==> src/rtl/reg_pkg.sv <==
// Shared definitions for the 8-bit register bank and its read/write sides.
// Widths, read-port state encoding and address sizing helper.
package reg_pkg;

  localparam int DATA_WIDTH = 8;

  typedef enum logic {
    IDLE = 1'b0,
    RESP = 1'b1
  } read_state_t;

  function automatic int addr_width(input int count);
    return $clog2(count);
  endfunction

endpackage

==> src/rtl/reg_read_mux.sv <==
// Combinational register select; out-of-range indices read as zero
// and raise error, so any bank consumer can reuse it.
module reg_read_mux
  import reg_pkg::*;
#(
  parameter  int REGISTERS_COUNT = 2,
  localparam int AW = addr_width(REGISTERS_COUNT)
) (
  input  logic [DATA_WIDTH-1:0] memories [REGISTERS_COUNT-1:0],
  input  logic [AW-1:0]         index,
  output logic [DATA_WIDTH-1:0] data,
  output logic                  error
);

  // No match means the index lies past the last register.
  always_comb begin
    data  = '0;
    error = 1'b1;
    for (int i = 0; i < REGISTERS_COUNT; i++) begin
      if (index == AW'(i)) begin
        data  = memories[i];
        error = 1'b0;
      end
    end
  end

endmodule

==> src/rtl/register_read_port.sv <==
// Read side of the register bank: single reads and full dumps served
// over valid/ready, with every beat captured into output registers.
module register_read_port
  import reg_pkg::*;
#(
  parameter  int REGISTERS_COUNT = 2,
  localparam int AW = addr_width(REGISTERS_COUNT)
) (
  input  logic                  clk,
  input  logic                  rst_n,
  input  logic [DATA_WIDTH-1:0] memories [REGISTERS_COUNT-1:0],
  input  logic                  req_valid,
  output logic                  req_ready,
  input  logic                  req_dump,
  input  logic [AW-1:0]         req_address,
  output logic                  rsp_valid,
  input  logic                  rsp_ready,
  output logic [DATA_WIDTH-1:0] rsp_data,
  output logic [AW-1:0]         rsp_address,
  output logic                  rsp_last,
  output logic                  rsp_error
);

  localparam logic [AW-1:0] LAST_IDX = AW'(REGISTERS_COUNT - 1);
  localparam logic ONE_REG = (REGISTERS_COUNT == 1);

  read_state_t           state;
  logic [AW-1:0]         next_index;
  logic [AW-1:0]         sel_index;
  logic [DATA_WIDTH-1:0] sel_data;
  logic                  sel_error;

  assign next_index = rsp_address + AW'(1);

  // One mux serves both the accept edge and dump advance edges.
  assign sel_index = (state == IDLE)
                   ? (req_dump ? '0 : req_address)
                   : next_index;

  reg_read_mux #(
    .REGISTERS_COUNT(REGISTERS_COUNT)
  ) u_mux (
    .memories(memories),
    .index   (sel_index),
    .data    (sel_data),
    .error   (sel_error)
  );

  always_ff @(posedge clk or negedge rst_n) begin
    if (!rst_n) begin
      state       <= IDLE;
      req_ready   <= 1'b0;
      rsp_valid   <= 1'b0;
      rsp_data    <= '0;
      rsp_address <= '0;
      rsp_last    <= 1'b0;
      rsp_error   <= 1'b0;
    end else begin
      unique case (state)
        IDLE: begin
          if (req_valid && req_ready) begin
            state       <= RESP;
            req_ready   <= 1'b0;
            rsp_valid   <= 1'b1;
            rsp_data    <= sel_data;
            rsp_address <= sel_index;
            rsp_last    <= req_dump ? ONE_REG : 1'b1;
            rsp_error   <= sel_error;
          end else begin
            req_ready <= 1'b1;
          end
        end
        RESP: begin
          if (rsp_ready) begin
            if (rsp_last) begin
              state     <= IDLE;
              rsp_valid <= 1'b0;
              req_ready <= 1'b1;
            end else begin
              rsp_data    <= sel_data;
              rsp_address <= next_index;
              rsp_last    <= (next_index == LAST_IDX);
              rsp_error   <= sel_error;
            end
          end
        end
        default: state <= IDLE;
      endcase
    end
  end

endmodule

==> config.mk <==
export PLATFORM = sky130hd
export DESIGN_NAME = register_read_port
export DESIGN_NICKNAME = d
export VERILOG_FILES = /design/src/rtl/reg_pkg.sv /design/src/rtl/reg_read_mux.sv /design/src/rtl/register_read_port.sv
export SDC_FILE = /design/constraint.sdc
export NUM_CORES = 1
export LEC_CHECK = 0
export CORE_UTILIZATION = 40
export DETAILED_ROUTE_END_ITERATION = 12
export GPL_ROUTABILITY_DRIVEN = 0
export GPL_TIMING_DRIVEN = 0
export PLACE_DENSITY = 0.86
export SYNTH_ARGS = -nofsm -noshare
export SYNTH_HDL_FRONTEND = slang
export SYNTH_SLANG_ARGS = --single-unit
export TNS_END_PERCENT = 10
==> constraint.sdc <==
create_clock -name clk -period 4.12 [get_ports clk]
set_clock_uncertainty 0.15 [all_clocks]
set_input_delay 0.824 -clock clk [delete_from_list [all_inputs] [get_ports clk]]
set_output_delay 0.824 -clock clk [all_outputs]
set_load 0.02 [all_outputs]
==> metrics.md <==
| Metric | Value |
|---|---|
| Seq cells post-synth | `13` |
| Storage cell area | `325 sq um` |
| Area grow syn2layout | `55.0%` |
| Max cap viols | `0` |
| Area of the multi-input gates | `304 sq um` |
| Most frequent cells in the layout | `clkdlybuf4s50_1 (33), dfrtp_1 (13), a31oi_1 (10)` |
| Setup tns final | `0 ns` |
| Seq/Total Area, Yosys | `47.5%` |
| Worst Path Max Fanout | `5` |
| H-tree Lvls | `1` |
| P per Cell Area | `731 mW/mm^2` |
| Total gr overflow | `0` |
| CP bufs+invs | `1` |
| Core area | `0.00156 sq mm` |
| Failing checks | `DRC` |
| Post-cts hold buffer count | `0` |
| Starting Density | `43.9%` |
| Die X | `43.4 um` |
| DRT Wirelength | `1840 um` |
| Post-synth top area cell | `dfrtp_1` |
| Most common cell after layout, fill and taps aside | `clkdlybuf4s50_1` |
| Overall power | `776 uW` |
| Fmax | `0.435 GHz` |
| TritonCTS clock tree | `yes` |
| Delay-heaviest family, CP | `buffers and inverters` |
| # setup viols final | `0` |
| Post-CTS setup buffer count | `0` |
| Initial antenna violation count | `0` |
| Relative slew slack | `57.5%` |
| Post_cts resized | `0` |
| Port-buffer cells | `33` |
| Yosys top cell area share | `47.5%` |
| Critical path data arrival time | `1.33 ns` |
| Critical path's slowest cell | `clkdlybuf4s50_1` |
| Max incr delay on CP | `0.63 ns` |
| Cell breakdown of the critical path | `clkdlybuf4s50_1` |
| Worst EP required | `3.15 ns` |
| Clock buffer depth | `2` |
| Distinct cell type count after synthesis | `21` |
| Fill cell total of the finished layout | `125` |
| Syn avg cell area | `9.25 sq um` |
| Worst setup path category | `register to primary output` |
| Largest net degree at the start of global routing | `14` |
| Tcrit/Tclk final | `55.8%` |
| Tmin final | `2.30 ns` |
| Clk_lat worst skew | `0.27 ns` |
| HP Class | `register to register` |
| Setup crit end kind | `primary output` |
| Max Slew Vio Count | `0` |
| Synth top area cells | `dfrtp_1 (48%), a31oi_1 (9.1%), nor3_1 (6.6%)` |
| Clk root buf | `clkbuf_4` |
| Avg Vias per Cell | `5.65` |
| Clk slew on worst S/H paths | `0.08 ns` |
| Vert. Die Dim | `43.4 um` |
| Status | `finished with violations` |
| Syn Nets | `96` |
| YS warnings | `0` |
| Endpoints failing hold | `0` |
| CTS Buf Count | `3` |
| Io pins | `35` |
| Routed Antenna Nets | `0` |
| Startpoint class of the critical path | `register` |
| Number of global-route vias before repair | `684` |
| Tot GR Track Use | `21.7%` |
| Clock Sinks | `13` |
| Post-detailed-route wirelength per cell | `14.4 um` |
| Peak supply drop | `0.375 mV` |
| Worst Tran Pin Value | `0.636 ns` |
| Die area | `0.00188 sq mm` |
| Initial DRC count | `32` |
| Leakage power | `0.438 nW` |
| Via count of the routed design | `717` |
| # diodes | `0` |
| RSZ-0062 raised after global routing | `no` |
| Final nets | `134` |
| Num rows | `14` |
| Post-Syn Instances | `74` |
| TritonRoute pass-1 iters | `8` |
| Remaining DRCs | `8` |
| Layout cells sized above 1 | `9.01%` |
| Global-route wire length before repair | `2940 um` |
| Mapped Area | `684 sq um` |
[metrics by stage]
| stage | worst slack [ns] | hold WS (ns) | utilization (%) | instances | area [sq um] |
|---|---|---|---|---|---|
| after floorplan | 2.31 | 0.378 | - | 74 | 684 |
| after global placement | 1.80 | 0.385 | 66.4 | 123 | 1030 |
| after detailed placement | 1.79 | 0.394 | 66.4 | 123 | 1030 |
| after CTS | 1.81 | 0.406 | 68.1 | 127 | 1060 |
| after global routing | 1.77 | 0.428 | 68.1 | 127 | 1060 |
| final | 1.82 | 0.403 | 68.1 | 127 | 1060 |
[cell usage after synthesis]
master,number
nor3_1,9
buf_6,2
buf_2,2
buf_4,2
or3b_1,1
a21o_1,1
nor2b_1,2
nand2_1,3
a21oi_1,3
nand3_1,8
nand2b_1,1
buf_1,1
a31oi_1,10
conb_1,1
inv_1,1
dfrtp_1,13
nor3b_2,1
and3b_1,2
a311o_1,1
or2_1,1
o21ai_0,9
[per-layer routing]
layer	vias up	global-route usage, %	part of all wire [%]
li1	348	-	-
met3	2	5.00	6.7
met1	335	26.9	42
met2	32	35.2	50
met5	-	0	0
met4	0	11.9	1.5
[flip-flops by register name, indices dropped and copies added, names as in the netlist]
name and cells:
rsp_valid 1, rsp_last 1, req_ready 1, rsp_address 1
rsp_data 8, state 1
[cell type report]
class                   count  area share, %
plain buffers               7           4.83
clock buffers               4           2.48
inverters                   1          0.354
multi-input cells          53           28.7
flip-flops and latches     13           30.7
well taps                  16           1.89
repair buffers             33           31.1
[cell families after synthesis]
| group | Yosys count | synth area share, % |
|---|---|---|
| flip-flops | 13 | 47.5 |
| AND/OR/NAND/NOR | 28 | 23.4 |
| other | 1 | 0.548 |
| AO/OA/AOI/OAI | 24 | 20.5 |
| buffers and inverters | 8 | 8.04 |
[report_power, final]
| part | switching [mW] | total [mW] | leakage [nW] | internal [mW] |
|---|---|---|---|---|
| registers | 0.0439 | 0.237 | 0.146 | 0.193 |
| clock network | 0.0434 | 0.0809 | 0.0150 | 0.0375 |
| logic | 0.235 | 0.458 | 0.276 | 0.223 |
[final timing paths]
| kind | start | to | slack [ns] | depth (start not counted) |
|---|---|---|---|---|
| max reg2reg | state$_DFF_PN0_ | rsp_data[5]$_DFFE_PN0P_ | 2.56 | 4 |
| min in group asynchronous | rst_n | rsp_data[2]$_DFFE_PN0P_ | 0.78 | 1 |
| min reg2reg | rsp_valid$_DFFE_PN0P_ | rsp_valid$_DFFE_PN0P_ | 0.40 | 2 |
| min | rsp_valid$_DFFE_PN0P_ | rsp_valid$_DFFE_PN0P_ | 0.40 | 2 |
| max in group asynchronous | rst_n | rsp_data[7]$_DFFE_PN0P_ | 2.63 | 1 |
| max | rsp_last$_DFFE_PN0P_ | rsp_last | 1.82 | 1 |
Note: power is estimated with default switching activity, not from simulation.
==> RTL edit (config.mk and constraints unchanged) <==
`REGISTERS_COUNT` is set to 2 in 2 places; all go to 4.
--- a/src/rtl/reg_read_mux.sv
+++ b/src/rtl/reg_read_mux.sv
@@ -3,7 +3,7 @@
 module reg_read_mux
   import reg_pkg::*;
 #(
-  parameter  int REGISTERS_COUNT = 2,
+  parameter  int REGISTERS_COUNT = 4,
   localparam int AW = addr_width(REGISTERS_COUNT)
 ) (
   input  logic [DATA_WIDTH-1:0] memories [REGISTERS_COUNT-1:0],
--- a/src/rtl/register_read_port.sv
+++ b/src/rtl/register_read_port.sv
@@ -3,7 +3,7 @@
 module register_read_port
   import reg_pkg::*;
 #(
-  parameter  int REGISTERS_COUNT = 2,
+  parameter  int REGISTERS_COUNT = 4,
   localparam int AW = addr_width(REGISTERS_COUNT)
 ) (
   input  logic                  clk,
Interface: changed (resized memories, req_address and rsp_address); port bits go from 35 to 53. The function was not compared with the original's and may differ.
==> RTL edit against the unedited design <==
  * Area after synthesis increased by 32%
  * Worst setup slack lost 0.061 ns
  * Power up 38%
  * Register-to-register slack got worse by 0.46 ns
  * Via count rose by 25%
  * Routed wire length up 37%
  * Combinational power rose by 55%
  * Sequential cell count grew 2
  * Cell area increased by 40%
  * Clock power increased by 5.7%
  * First-iteration DRC count down 56%
  * Largest cell class unchanged
  * Highest routed layer unchanged
==> RTL edit: results (changes against the unedited design) <==
stage,metric,value,unit,change
yosys,Adder-Cell Fraction of Synth Area,1.38,%,+1.4 points
critical_path,crit path DAT,2.40,ns,+1.07 ns
finish,fillers,157,,+26%
finish,Final nets,179,,+34%
finish,final std cells w/o fill,165,,+30%
global_route,Total GRT Usage,23.1,%,+1.4 points
place,Post-Place Cell Area,1460,um2,+41%
route,metal2 WL,1360,um,+49%
timing,worst-margin pin slew,0.676,ns,+0.0402 ns
critical_path,Reg2Reg Setup Slack,2.10,ns,-0.46 ns
route,Wirelength per Cell,15.2,um,+5.1%
hold_path,Hold Path End,rsp_error$_DFFE_PN0P_,,
power_and_ir_drop,Pleak,0.602,nW,+38%
yosys,Mean Syn Cell Area,11.0,um2,+19%
finish,P&R area growth vs syn,64.1,%,
place,Cells after DPL,161,,+31%
critical_path,CP max FO,9,,+4
yosys,sequential share of the synthesized area,41.4,%,-6.1 points
global_route,vias in the first global route,941,,+38%
yosys,Synth area leaders,"dfrtp_1 (41%), a221oi_2 (13%), mux2i_1 (8.8%)",,
finish,share of post-route cells with drive strength above 1,14.5,%,+5.5 points
power_and_ir_drop,sw frac,44.1,%,+2.6 points
critical_path,crit-path max cell delay,0.49,ns,-0.14 ns
place,IO Port Bufs,52,,+58%
route,first-pass iteration count of the detailed router,4,,-4
yosys,Post-Synthesis Net Count,122,,+27%
yosys,Compound-Gate Fraction of Synth Area,27.6,%,+7.1 points
yosys,Yosys cell types,23,,+9.5%
hold_path,Hold Startpoint,rsp_error$_DFFE_PN0P_,,
global_route,global-route wire length before repair,4200,um,+43%
yosys,Commonest cells post-synth,"dfrtp_1 (15), nor2_1 (13), o22ai_1 (9), a221oi_2 (8), mux2i_1 (8)",,
run_status,status,completed,,
critical_path,worst r2r dst,rsp_data[4]$_DFFE_PN0P_,,
global_route,largest net degree at the start of global routing,16,,+2
critical_path,RR Startpoint,rsp_address[0]$_DFFE_PN0P_,,
clock_tree,Clock Latency Late Sink,0.29,ns,+0.02 ns
global_route,Global Route met1 Usage,27.3,%,+0.44 points
timing,Final Worst Setup Slack,1.76,ns,-0.0613 ns
critical_path,Worst path top cell family by delay,multiplexers,,
## RTL edit: changes by cell type in the layout (fill, tap and decap cells not counted), sizes merged, moves of 9 or more
| cell | change |
|---|---|
| clkdlybuf4s50 | +19 |
| nor2 | +13 |
| mux2i | +9 |
| nor3 | -9 |
| o21ai | -9 |
| o22ai | +9 |
## RTL edit: power by group through the flow
stage / combinational [W] / clock [W] / sequential (W)
finish: 0.000712 / 0.0000855 / 0.000273
global route: 0.000768 / 0.0000959 / 0.000284
CTS: 0.000718 / 0.0000871 / 0.000274
detailed placement: 0.000716 / 0 / 0.000275
global placement: 0.000694 / 0 / 0.000272
floorplan: 0.000388 / 0 / 0.000347
## RTL edit: area by class of cell
class                   count  share of cell area, %
plain buffers               4                   2.61
flip-flops and latches     15                   25.3
repair buffers             52                   35.0
well taps                  27                   2.27
inverters                   4                   1.01
clock buffers               4                   1.77
multi-input cells          59                   32.1
